===== config.mk =====
export PLATFORM = sky130hd
export DESIGN_NAME = alu_z_stage
export DESIGN_NICKNAME = d
export VERILOG_FILES = /design/src/rtl/alu_z_stage.sv
export SDC_FILE = /design/constraint.sdc
export NUM_CORES = 1
export LEC_CHECK = 0
export CAP_MARGIN = 40
export CORE_ASPECT_RATIO = 1.1
export CORE_UTILIZATION = 41
export DETAILED_ROUTE_END_ITERATION = 8
export GPL_TIMING_DRIVEN = 1
export PLACE_DENSITY = 0.81
export REMOVE_ABC_BUFFERS = 1
export SYNTH_ARGS = -nofsm -noshare
export SYNTH_HDL_FRONTEND = slang
export SYNTH_SLANG_ARGS = --single-unit

===== constraint.sdc =====
create_clock -name clock -period 1.9 [get_ports clock]
set_input_delay 0.38 -clock clock [delete_from_list [all_inputs] [get_ports clock]]
set_output_delay 0.38 -clock clock [all_outputs]
set_load 0.02 [all_outputs]

===== src/rtl/alu_z_stage.sv =====
// rtl/alu_z_stage.sv - ALU result capture into the Z pair with zero/negative flags, drain tracking and multi-cycle timeout
module alu_z_stage #(
    parameter int DATA_W  = 32,
    parameter int TIMEOUT = 64
) (
    input  logic              clock,
    input  logic              clear_n,
    input  logic              start,
    input  logic              multicycle,
    input  logic [DATA_W-1:0] comb_result,
    input  logic              mc_done,
    input  logic [DATA_W-1:0] mc_hi,
    input  logic [DATA_W-1:0] mc_lo,
    input  logic              read_hi,
    input  logic              read_lo,
    output logic [DATA_W-1:0] z_hi,
    output logic [DATA_W-1:0] z_lo,
    output logic              valid,
    output logic              busy,
    output logic              zero_flag,
    output logic              neg_flag,
    output logic              timeout_err
);

    localparam int CNT_W = $clog2(TIMEOUT);
    localparam logic [CNT_W-1:0] CNT_LAST = CNT_W'(TIMEOUT - 1);

    typedef enum logic [1:0] {
        S_IDLE = 2'd0,
        S_WAIT = 2'd1,
        S_FULL = 2'd2
    } state_t;

    state_t            r_state;
    state_t            w_state;
    logic [CNT_W-1:0]  r_cnt;
    logic [CNT_W-1:0]  w_cnt;
    logic [DATA_W-1:0] r_z_hi;
    logic [DATA_W-1:0] w_z_hi;
    logic [DATA_W-1:0] r_z_lo;
    logic [DATA_W-1:0] w_z_lo;
    logic              r_zero;
    logic              w_zero;
    logic              r_neg;
    logic              w_neg;
    logic              r_terr;
    logic              w_terr;
    logic              r_rd_hi;
    logic              w_rd_hi;
    logic              r_rd_lo;
    logic              w_rd_lo;
    logic              r_valid;
    logic              r_busy;
    logic              w_accept;
    logic              w_hi_drained;
    logic              w_lo_drained;

    assign w_hi_drained = r_rd_hi | read_hi;
    assign w_lo_drained = r_rd_lo | read_lo;

    always_ff @(posedge clock or negedge clear_n) begin
        if (!clear_n) begin
            r_state <= S_IDLE;
            r_cnt   <= '0;
            r_z_hi  <= '0;
            r_z_lo  <= '0;
            r_zero  <= 1'b0;
            r_neg   <= 1'b0;
            r_terr  <= 1'b0;
            r_rd_hi <= 1'b0;
            r_rd_lo <= 1'b0;
            r_valid <= 1'b0;
            r_busy  <= 1'b0;
        end else begin
            r_state <= w_state;
            r_cnt   <= w_cnt;
            r_z_hi  <= w_z_hi;
            r_z_lo  <= w_z_lo;
            r_zero  <= w_zero;
            r_neg   <= w_neg;
            r_terr  <= w_terr;
            r_rd_hi <= w_rd_hi;
            r_rd_lo <= w_rd_lo;
            r_valid <= (w_state == S_FULL);
            r_busy  <= (w_state == S_WAIT);
        end
    end

    always_comb begin
        w_state  = r_state;
        w_cnt    = r_cnt;
        w_z_hi   = r_z_hi;
        w_z_lo   = r_z_lo;
        w_zero   = r_zero;
        w_neg    = r_neg;
        w_terr   = r_terr;
        w_rd_hi  = r_rd_hi;
        w_rd_lo  = r_rd_lo;
        w_accept = 1'b0;

        case (r_state)
            S_IDLE: begin
                w_accept = start;
            end
            S_WAIT: begin
                // mc_done is checked first so it wins over a coincident timeout
                if (mc_done) begin
                    w_z_hi  = mc_hi;
                    w_z_lo  = mc_lo;
                    w_neg   = mc_hi[DATA_W-1];
                    w_zero  = (mc_hi == '0) && (mc_lo == '0);
                    w_rd_hi = 1'b0;
                    w_rd_lo = 1'b0;
                    w_state = S_FULL;
                end else if (r_cnt == CNT_LAST) begin
                    w_terr  = 1'b1;
                    w_state = S_IDLE;
                end else begin
                    w_cnt = r_cnt + 1'b1;
                end
            end
            S_FULL: begin
                if (start) begin
                    w_accept = 1'b1;
                end else if (w_hi_drained && w_lo_drained) begin
                    w_rd_hi = 1'b0;
                    w_rd_lo = 1'b0;
                    w_state = S_IDLE;
                end else begin
                    w_rd_hi = w_hi_drained;
                    w_rd_lo = w_lo_drained;
                end
            end
            default: begin
                w_state = S_IDLE;
            end
        endcase

        if (w_accept) begin
            w_rd_hi = 1'b0;
            w_rd_lo = 1'b0;
            if (multicycle) begin
                w_cnt   = '0;
                w_terr  = 1'b0;
                w_state = S_WAIT;
            end else begin
                // single-cycle results are zero-extended into the pair
                w_z_hi  = '0;
                w_z_lo  = comb_result;
                w_neg   = comb_result[DATA_W-1];
                w_zero  = (comb_result == '0);
                w_state = S_FULL;
            end
        end
    end

    assign z_hi        = r_z_hi;
    assign z_lo        = r_z_lo;
    assign valid       = r_valid;
    assign busy        = r_busy;
    assign zero_flag   = r_zero;
    assign neg_flag    = r_neg;
    assign timeout_err = r_terr;

endmodule


[Word level (Yosys, flattened, before mapping)]
Index checks and enable logic that the tools add are counted.
Word-level totals
  bits in registers: 79
  bits in latches: 0
  RAM bits: 0
  ROM bits: 0
  bits of input ports: 103
  output and inout port bits: 69
  logic and storage cells: 73
  memories: 0
Cells by class
  add/subtract/negate cells: 1
  multiply operators: 0
  div/mod/pow operators: 0
  magnitude comparators: 0
  eq/ne operators: 7
  shift operators: 0
  muxes and demuxes: 44
  bitwise logic cells: 2
  reductions and logical operators: 8
Operator list (number)
  32-bit 2-to-1 mux: 8
  32-bit zero test: 3
  6-bit 2-to-1 mux: 5
  1-bit 2-to-1 mux: 21
  2-bit 2-to-1 mux: 6
  6-bit by 1-bit adder with 6-bit output (second input constant): 1
  6-bit == test (second input constant): 1
  3-bit != test (second input constant): 2
  1-bit case mux with 2 select lines: 3
  2-bit case mux with 3 select lines: 1
  2-bit by 1-bit == test with 1-bit output (second input constant): 2
  2-bit == test (second input constant): 2
  3-bit AND reduction: 1
  3-bit nonzero test: 1
  1-bit logical AND: 2
  2-bit zero test: 1
  1-bit bitwise OR: 2

[Depth between registers and ports, before layout]
Gate-level depths: netlist of the first run.
  word-level depth: 7
  gate-level depth with buffers: 7
  mapped depth without buffers: 5

[Worst setup path after synthesis of the first run]
OpenSTA, ideal clock, no wires.
  kind: reg2reg
  start point: reg r_state[0]
  end point: reg r_zero (netlist: zero_flag)
  setup time: 0.078 ns
  data arrival time: 1.415 ns
  data required time: 1.822 ns
  setup slack: 0.407 ns
  cell stages (with the launch flop): 7
  buffers on the path: 3
  clock period less this slack: 1.493 ns
  cells stage by stage: dfrtp_1 buf_6 or3b_1 clkbuf_1 buf_6 o31ai_1 o21bai_1
Between the ends
  longest elaborated chain between the ends: 4
Ends and longest elaborated chain
  start: declaration: line 34  | state_t r_state;
  start signal: assignment: line 75  | r_state <= w_state;
  2-bit by 1-bit == test with 1-bit output: line 101  | case (r_state)
  1-bit 2-to-1 mux: line 101
  1-bit 2-to-1 mux: line 142  | if (multicycle) begin
  1-bit 2-to-1 mux *: line 139  | if (w_accept) begin
  via w_zero: line 43  | logic w_zero;
  end signal: assignment: line 79  | r_zero <= w_zero;
  end: declaration: line 42  | logic r_zero;
Mark *: on every way through the listed nets, which the timed path passes. The rest lies on a longest branch.
A chain may end at the register's enable or synchronous reset.

[Worst setup path in the final report of the first run]
  start point: in mc_hi[13]
  end point: reg r_zero (netlist: zero_flag)
Between the ends
  longest elaborated chain between the ends: 6
Ends and longest elaborated chain
  start: declaration: line 12  | input logic [DATA_W-1:0] mc_hi,
  32-bit zero test *: line 111  | w_zero = (mc_hi == '0) && (mc_lo == '0);
  1-bit logical AND *: line 111
  1-bit 2-to-1 mux *: line 107  | if (mc_done) begin
  1-bit 2-to-1 mux *: line 101
  1-bit 2-to-1 mux: line 142
  1-bit 2-to-1 mux *: line 139
  via w_zero: line 43
Marks and branches as above.

==> implementation parameters, run 1 <==
Parameter                              Value

Timing
  Final number of hold-violating endpoints ... 0
  Total count of max-transition violations in the final report ... 0
  Final worst-path cycle share ... 0.930
  Setup TNS ... 0 ps
  Setup violators final ... 0
  Worst setup skew after layout ... ~7.6 ps
  Slew margin rel. ... 0.618
  Shortest period the worst path allows ... about 1800 ps
  Maximum clock frequency ... 0.566 GHz
  Worst Max-Slew Pin Slew ... approximately 570 ps
  Setup repair after global routing missed its margin ... false

Routing
  Post-detailed-route DRC marker count ... 0
  Drt wl/cell ... 15.7 um
  Total routed wirelength ... 11400 um
  Via-to-Cell Ratio ... 5.28
  Via Count ... between 3000 and 4000
  First-pass iteration count of the detailed router ... 4
  Iteration-0 DRC Markers ... 120
  Antenna violation net count after detailed routing ... 0

Placed design
  Placed Area ... 0.00563 mm^2
  IO Port Bufs ... 171
  HPWL after DPL ... 8890 um
  GP Congestion ... 0.879
  Total instance count after detailed placement ... 707

Setup path
  Arrival time of the worst setup path ... 2030 ps
  Critical path fanouts, max ... 2
  Master of the slowest instance on the critical path ... or4_1
  CP Buf/Inv Count ... 1
  Delay of the slowest cell on the worst path ... 550 ps
  Critical Path Sink Type ... flop
  Type of the worst setup path ... in -> reg
  Startpoint class of the critical path ... input pin
  Required time reported for the critical path endpoint ... between 2000 and 2500 ps
  CP delay by family, top ... simple AND/OR/NAND/NOR gates
  Critical Path, Cell by Cell ... clkdlybuf4s50_1 -> nor4_1 -> nand4_1 -> or4_1 -> o21bai_1

CTS
  CTS buffer count ... 9
  Clock-pin slew reported for the worst setup and hold paths after clock tree synthesis ... 80 ps
  Maximum buffer depth of the clock tree ... 2
  Number of clock sinks seen by CTS ... 79
  Worst skew pair latency ... 340 ps
  H-tree depth reported by CTS ... 3
  Clock root buffer master ... clkbuf_8
  CTS tree ... built

GRT
  GRT Util Overall ... 0.256
  Pin count of the biggest net entering global routing ... 36
  Initial antenna violation count ... 0
  Overflow after GRT ... 0
  Via count of the first global-routing pass ... between 3000 and 4000
  First-pass GRT wire length ... 18400 um

Synth
  Share of the synthesized area in the top cell type ... 0.552
  Cell count after synthesis ... 418
  Count of different cell masters after synthesis ... 30
  Yosys reg bits ... 79
  Area contributors post-synth ... dfrtp_1 55%, nand2_1 14%, a31oi_1 5.9%
  Sequential share of the synthesized area ... 0.552
  Leading area contributor after synthesis ... dfrtp_1
  Cell area after synthesis ... between 0.003 and 0.004 mm^2
  Avg Inst Size Synth ... between 8 and 9 um^2
  Warnings from Yosys ... 0

Layout
  Final Core Density ... 0.696
  Summed area of non-filler cells in the final layout ... between 0.005 and 0.006 mm^2
  Post-layout nets ... 712
  Signed area change from the synthesized netlist to the final layout ... 63.3%
  Antenna fix cells ... 0
  Fraction of final layout cells with drive strength greater than 1 ... 0.0881
  Non-Filler Instances ... ~720

Floorplanning
  Top-level port count ... 172
  Floorplan core area ... about 0.0084 mm^2
  Area of the die ... 0.00912 mm^2
  Die Width ... just over 90 um
  Count of standard-cell rows ... 35
  Initial core utilization ... 0.426
  Chip height ... around 100 um

Pwr
  Leakage ... 2.46 nW
  Worst ir drop on vdd ... 0.000571 V
  Power per cell area ... approximately 910 mW/mm^2

Status
  Outcome ... finished clean

Worst hold path
  Class of the worst hold path ... in -> async

Run
  MaxCap Viol Count ... 0
-- per-layer routing --
metal / wire, um / part of all wire / track usage
met1: 4670 / 0.41 / 0.316
met2: 5780 / 0.51 / 0.441
met3: 645 / 0.057 / 0.0439
met4: 273 / 0.024 / 0.117
met5: 0 / 0 / 0
-- kinds of logic after synthesis --
logic type | Yosys count | share of synthesized area
simple gates | 223 | 0.268
mux | 1 | 0.00279
buf+inv | 31 | 0.0395
compound gates | 80 | 0.127
xor+xnor | 3 | 0.00734
flops | 79 | 0.552
fa+ha+maj | 1 | 0.00349
-- sequential cells by signal, summed over array words and instances, names as in the netlist --
signal       cells
r_rd_lo          1
z_hi            32
timeout_err      1
zero_flag        1
valid            1
neg_flag         1
r_cnt            6
z_lo            32
r_state          2
busy             1
r_rd_hi          1
-- area by class of cell --
class | count | area [um^2]
clock buffers | 11 | 141
clock inverters | 5 | 57.6
fillers | 679 | 2560
inverters | 4 | 15.0
multi-input cells | 308 | 1480
flip-flops and latches | 79 | 1980
well taps | 111 | 139
repair buffers | 206 | 2040
-- repair_timing --
action,in CTS,in global routing
resized for setup,0,1
hold endpoints to repair,26,0
buffers inserted,0,0
endpoints found under the setup margin,0,1
hold buffers,1,0
-- cell usage in the layout, fill, tap and decap left out, types with 7 or more instances in the layout --
cell	n
nand4_1	7
a31oi_1	34
nor4_1	24
clkdlybuf4s50_1	170
nor2_1	38
clkbuf_8	10
dfrtp_1	79
a21oi_1	37
buf_4	30
nand2_1	136
-- cells in the mapped netlist (all sizes together) --
cell	n
nand2	136
dfrtp	79
nor2	39
a21oi	37
a31oi	34
nor4	25
clkbuf	16
buf	11
nand4	7
inv	4
nand3	4
o21ai	4
nor3b	3
xor2	3
and3	2
nor3	2
a211oi	1
a22o	1
ha	1
mux2i	1
nand2b	1
nand3b	1
nor2b	1
o211ai	1
o21bai	1
o31ai	1
or3b	1
or4	1
-- stage by stage --
stage	setup slack, ps	hold WS (ps)	total power, mW
2_1_floorplan	-1270	84.4	2.99
3_3_place_gp	-230	321	4.06
3_5_place_dp	-255	322	4.12
4_1_cts	98.4	490	5.38
5_1_grt	13.2	509	5.60
6_report	132	481	5.33
-- power by group --
part	switching [mW]	total, mW	internal [mW]	leakage [nW]
logic	0.951	1.91	0.958	1.37
clock network	0.607	1.25	0.641	0.0916
registers	0.182	2.18	1.99	0.993
total	1.74	5.33	3.59	2.46
-- worst paths after layout --
check,start,slack [ps],cells past startpoint,to
max,mc_hi[13],130,5,zero_flag
min reg2reg,z_hi[31],520,1,z_hi[31]
min in group clock,z_hi[31],520,1,z_hi[31]
min,clear_n,480,2,z_lo[31]
max reg2reg,r_cnt[0],270,5,r_cnt[1]
max in group asynchronous,clear_n,900,3,z_hi[9]
(Power assumes the default switching activity.)
==> run 2, diff against run 1 <==
TNS_END_PERCENT = 50   (was unset)
==> results of run 2 <==
Final layout, timing and power as in run 1 (identical DEF).
